<file path="src/rtl/filt_pkg.sv">
// Shared definitions for the filter datapath and its serial output stage.
package filt_pkg;

    // Width of filtered samples produced by filt and consumed by filt_out_ser.
    localparam int SAMPLE_W = 16;

    // Serializer states.
    typedef enum logic [1:0] {
        IDLE  = 2'd0,
        LOAD  = 2'd1,
        SHIFT = 2'd2
    } ser_state_t;

endpackage

</file>
<file path="src/rtl/filt_out_ser_sync_fifo.sv">
// sync_fifo: single-clock circular buffer with occupancy counter.
// A push into a full buffer is accepted only when a pop happens in the same cycle.
module sync_fifo #(
    parameter int W     = 16,
    parameter int DEPTH = 8
) (
    input  logic                         clk,
    input  logic                         rst,
    input  logic                         push,
    input  logic [W-1:0]                 din,
    input  logic                         pop,
    output logic [W-1:0]                 dout,
    output logic                         full,
    output logic                         empty,
    output logic [$clog2(DEPTH):0]       count
);

    localparam int AW = $clog2(DEPTH);

    logic [W-1:0]  mem_q [DEPTH];
    logic [AW-1:0] wr_ptr_q, wr_ptr_d;
    logic [AW-1:0] rd_ptr_q, rd_ptr_d;
    logic [AW:0]   count_q, count_d;
    logic          do_push;
    logic          do_pop;

    assign do_pop  = pop && (count_q != '0);
    assign do_push = push && ((count_q != (AW+1)'(DEPTH)) || do_pop);

    // Pointer and occupancy update; pointers wrap naturally at DEPTH.
    always_comb begin
        wr_ptr_d = wr_ptr_q;
        rd_ptr_d = rd_ptr_q;
        count_d  = count_q;
        if (do_push) wr_ptr_d = wr_ptr_q + AW'(1);
        if (do_pop)  rd_ptr_d = rd_ptr_q + AW'(1);
        if (do_push && !do_pop)      count_d = count_q + (AW+1)'(1);
        else if (!do_push && do_pop) count_d = count_q - (AW+1)'(1);
    end

    // Control registers; reset discards buffered words.
    always_ff @(posedge clk) begin
        if (rst) begin
            wr_ptr_q <= '0;
            rd_ptr_q <= '0;
            count_q  <= '0;
        end else begin
            wr_ptr_q <= wr_ptr_d;
            rd_ptr_q <= rd_ptr_d;
            count_q  <= count_d;
        end
    end

    // Storage array; contents are don't-care after reset.
    always_ff @(posedge clk) begin
        if (do_push) mem_q[wr_ptr_q] <= din;
    end

    assign dout  = mem_q[rd_ptr_q];
    assign count = count_q;
    assign full  = (count_q == (AW+1)'(DEPTH));
    assign empty = (count_q == '0);

endmodule

</file>
<file path="src/rtl/filt_out_ser.sv">
// filt_out_ser: buffers samples from filt and shifts them out MSB-first,
// one bit per ser_en tick, with a frame marker on the first bit of each word.
// Optional build macro FILT_OUT_OVF_CNT_EN adds a saturating dropped-sample
// counter on port ovf_cnt.
module filt_out_ser
    import filt_pkg::*;
#(
    parameter int W     = SAMPLE_W,
    parameter int DEPTH = 8
) (
    input  logic         clk,
    input  logic         rst,
    input  logic [W-1:0] din,
    input  logic         push,
    input  logic         ser_en,
    output logic         sdo,
    output logic         frame,
    output logic         busy,
    output logic         full,
    output logic         empty,
    output logic         ovf
`ifdef FILT_OUT_OVF_CNT_EN
    ,
    output logic [7:0]   ovf_cnt
`endif
);

    localparam int AW = $clog2(DEPTH);
    localparam int CW = $clog2(W);

    ser_state_t     state_q, state_d;
    logic [W-1:0]   shreg_q, shreg_d;
    logic [CW-1:0]  bitcnt_q, bitcnt_d;
    logic           ovf_q, ovf_d;
    logic           pop;
    logic           drop;
    logic [W-1:0]   fifo_dout;
    logic           fifo_full;
    logic           fifo_empty;
    logic [AW:0]    fifo_count;

    sync_fifo #(
        .W     (W),
        .DEPTH (DEPTH)
    ) u_fifo (
        .clk   (clk),
        .rst   (rst),
        .push  (push),
        .din   (din),
        .pop   (pop),
        .dout  (fifo_dout),
        .full  (fifo_full),
        .empty (fifo_empty),
        .count (fifo_count)
    );

    // Serializer next state, shift register, bit counter and outputs.
    always_comb begin
        state_d  = state_q;
        shreg_d  = shreg_q;
        bitcnt_d = bitcnt_q;
        sdo      = 1'b0;
        frame    = 1'b0;
        busy     = 1'b1;
        pop      = 1'b0;
        case (state_q)
            IDLE: begin
                busy = 1'b0;
                if (!fifo_empty) state_d = LOAD;
            end
            LOAD: begin
                pop      = 1'b1;
                shreg_d  = fifo_dout;
                bitcnt_d = '0;
                state_d  = SHIFT;
            end
            SHIFT: begin
                sdo   = shreg_q[W-1];
                frame = (bitcnt_q == '0);
                if (ser_en) begin
                    shreg_d  = {shreg_q[W-2:0], 1'b0};
                    bitcnt_d = bitcnt_q + CW'(1);
                    if (bitcnt_q == CW'(W-1)) state_d = fifo_empty ? IDLE : LOAD;
                end
            end
            default: begin
                state_d = IDLE;
            end
        endcase
    end

    // A push is lost only when the buffer is full and no pop frees a slot.
    assign drop = push && (fifo_count == (AW+1)'(DEPTH)) && !pop;

    // Sticky overflow flag.
    always_comb begin
        ovf_d = ovf_q | drop;
    end

    // Serializer control state; reset aborts any word in flight.
    always_ff @(posedge clk) begin
        if (rst) begin
            state_q  <= IDLE;
            bitcnt_q <= '0;
            ovf_q    <= 1'b0;
        end else begin
            state_q  <= state_d;
            bitcnt_q <= bitcnt_d;
            ovf_q    <= ovf_d;
        end
    end

    // Shift register data; output is gated by state so no reset is needed.
    always_ff @(posedge clk) begin
        shreg_q <= shreg_d;
    end

`ifdef FILT_OUT_OVF_CNT_EN
    logic [7:0] ovf_cnt_q, ovf_cnt_d;

    // Dropped-sample counter, saturating at 255.
    always_comb begin
        ovf_cnt_d = ovf_cnt_q;
        if (drop && (ovf_cnt_q != 8'hFF)) ovf_cnt_d = ovf_cnt_q + 8'd1;
    end

    // Dropped-sample counter register.
    always_ff @(posedge clk) begin
        if (rst) ovf_cnt_q <= 8'd0;
        else     ovf_cnt_q <= ovf_cnt_d;
    end

    assign ovf_cnt = ovf_cnt_q;
`endif

    assign full  = fifo_full;
    assign empty = fifo_empty;
    assign ovf   = ovf_q;

endmodule

</file>
<file path="config.mk">
export PLATFORM = sky130hd
export DESIGN_NAME = filt_out_ser
export DESIGN_NICKNAME = d
export VERILOG_FILES = /design/src/rtl/filt_pkg.sv /design/src/rtl/filt_out_ser_sync_fifo.sv /design/src/rtl/filt_out_ser.sv
export SDC_FILE = /design/constraint.sdc
export NUM_CORES = 1
export LEC_CHECK = 0
export CORE_MARGIN = 3
export CORE_UTILIZATION = 62
export DETAILED_ROUTE_END_ITERATION = 7
export PLACE_DENSITY = 0.82
export SLEW_MARGIN = 20
export SYNTH_ARGS = -nofsm -noshare
export SYNTH_HDL_FRONTEND = slang
export SYNTH_SLANG_ARGS = --single-unit
</file>
<file path="constraint.sdc">
create_clock -name clk -period 4.34 [get_ports clk]
set_input_delay 1.302 -clock clk [delete_from_list [all_inputs] [get_ports clk]]
set_output_delay 1.302 -clock clk [all_outputs]
set_load 0.03 [all_outputs]
</file>
==> flow_metrics.py <==
metrics = {
    "clock_network": {
        "tritoncts": "yes",
        "cts.reportedPaths.clkPinSlew_ns": 0.06,
        "clk_path_buf_depth": 2,
        "clk_latency_ns": 0.54,
        "cts_hold_buf": 0,
        "cts_made_buffers": 17,
        "cts_sinks": 164,
        "postCtsResizedCells": 0,
        "h-tree-depth": 4,
        "post_cts_buffers": 0,
        "root_buffer": "clkbuf_8",
    },
    "yosys": {
        "ys_types": 39,
        "yosys.area.top_type": "edfxtp_1",
        "avgSynthCellArea_um2": 15.4,
        "netlist_area_um2": 6540,
        "synth_edf_count": 144,
        "synth_cells": 426,
        "synthArstFlopShare": 0,
        "ys_ff_latch": 164,
        "yosysSeqAreaShare": 0.722,
        "synth.top_cells.by_area": "edfxtp_1, mux2i_1, dfxtp_1",
        "yosysWarnings": 0,
        "synth-main-ff-cell": "edfxtp_1",
        "syn_nets": 454,
        "synth_top_area_share": 0.661,
    },
    "finish": {
        "n_antenna_cell": 0,
        "drive_gt1_frac": 0.130,
        "final_cell_mix": "edfxtp_1, mux2i_1, nand2_1",
        "instances_no_fill": 611,
        "fin_nets": 494,
        "final.fill_count": 593,
        "layout_commonest_cell": "edfxtp_1",
        "area_growth_pct": 16.0,
    },
    "power_and_ir_drop": {
        "power_leakage_uw": 0.00253,
        "p_per_area_nw_per_um2": 576,
        "vdd_drop_max_uv": 415,
    },
    "grt": {
        "grt_util_all_layers": 0.235,
        "grt_remaining_overflow": 0,
        "grt_pass1_wl_um": 20100,
        "grt_pass1_vias": 3841,
        "grt_max_degree": 63,
        "antenna_found_initial": 0,
    },
    "die": {
        "core_region_area_um2": 10000,
        "die_x_um": 109,
        "dieArea_um2": 11800,
        "rows": 36,
        "num_io_pins": 26,
        "die_h_um": 109,
        "start_util": 0.654,
    },
    "timing": {
        "final.period_utilization": 0.869,
        "hold_viol_final": 0,
        "finalSetupTns_ns": 0,
        "min_period_ns": 3.77,
        "setup_viol": 0,
        "rsz0062_at_grt": "no",
        "max_freq_mhz": 265,
        "finalMaxSlewViolations": 0,
        "worst_clock_skew_ns": 0.0117,
        "slew_headroom": 0.257,
        "tightest_slew_ns": 1.11,
    },
    "status": {
        "status": "finished clean",
    },
    "worst_setup_path": {
        "required_ns": 3.04,
        "worst_setup_path_start_kind": "register",
        "crit_fanout": 18,
        "crit_type": "reg2out",
        "r2r-start": "u_fifo.count[0]",
        "cp-end-kind": "output pin",
        "r2r_slack_ns": 1.56,
        "crit_start": "state_q[1]",
        "worstPathArrival_ns": 2.47,
    },
    "route": {
        "drc_errors": 0,
        "drt-pass1-iter-count": 6,
        "drt_iter0_drc": 402,
        "viasPerCell": 6.10,
        "via_count": 3730,
        "drt-total-wl_um": 12700,
        "ant_nets": 0,
        "wl_per_cell_um": 20.8,
    },
    "hold_path": {
        "min-delay-start": "ovf",
        "hold_path.class": "reg2reg",
    },
    "placed_design": {
        "dp_hpwl_um": 7580,
        "port_buffers": 25,
        "numPlacedInstances": 580,
        "gp_congestion": 0.812,
    },
    "flow_run": {
        "drv_cap": 0,
    },
}
path summary, 6_finish.rpt:
kind	to	cells past startpoint
min reg2reg	ovf	2
max reg2reg	u_fifo.count[3]	10
max	frame	4
min	ovf	2
registers in the layout, summed over array words and instances (netlist names), named ones only:
register         cells
bitcnt_q             4
u_fifo.mem_q       128
u_fifo.wr_ptr_q      3
ovf                  1
state_q              2
shreg_q             16
u_fifo.rd_ptr_q      3
u_fifo.count         4
cell families after synthesis:
logic type               count (synthesis)  synth area share
AO/OA/AOI/OAI                           49            0.0534
XOR/XNOR                                 7           0.00937
AND/OR/NAND/NOR                        104            0.0756
multiplexers                            66             0.105
adder cells (fa/ha/maj)                  8            0.0164
buffers and inverters                   28            0.0180
flip-flops                             164             0.722
worst max-delay path: stages, from the launching register on:
cell and delay (ns):
dfxtp_1 0.55, nand2b_1 0.10, buf_4 0.22, nor4b_1 0.34, clkdlybuf4s50_1 0.73
area by class of cell:
class,count,area (um2),area share
timing repair buffer,41,370,0.0488
tap,133,166,0.0219
sequential,164,4730,0.623
clock buffer,18,418,0.0551
multi-input combinational,234,1740,0.229
inverter,8,30.0,0.00396
clock inverter,13,135,0.0178
per-stage QoR:
stage	instance area (um2)	setup WS (ns)	hold WS, ns	power [uW]	utilization
after detailed placement	7030	0.659	0.467	3000	0.703
after global routing	7580	0.452	0.542	4550	0.759
after CTS	7580	0.558	0.486	4380	0.759
after floorplan	6540	0.974	0.472	2710	-
final	7580	0.570	0.476	4370	0.759
after global placement	7030	0.731	0.458	2950	0.703
report_power, final:
group          total (uW)  switching, uW  internal, uW
sequential           2120            191          1930
combinational         857            462           395
clock                1390            581           811
total                4370           1230          3140
cells in the mapped netlist (2+ instances only):
master	n
edfxtp_1	144
mux2i_1	63
nand2_1	34
a22oi_1	30
nor2_1	23
dfxtp_1	20
nand3_1	20
buf_2	10
clkbuf_1	9
inv_1	8
a21oi_1	7
ha_1	7
nor3_1	5
o21ai_0	5
nor2b_1	4
xnor2_1	4
and2_1	3
nor4_1	3
xor2_1	3
a32oi_1	2
mux4_2	2
nand2b_1	2
nand3b_1	2
routing by layer:
layer  GRT usage  part of all wire
met3      0.0610             0.068
met4      0.0974             0.027
met1       0.306              0.40
met2       0.382              0.50
met5           0                 0
No activity file was read; power rests on OpenSTA's default activity.
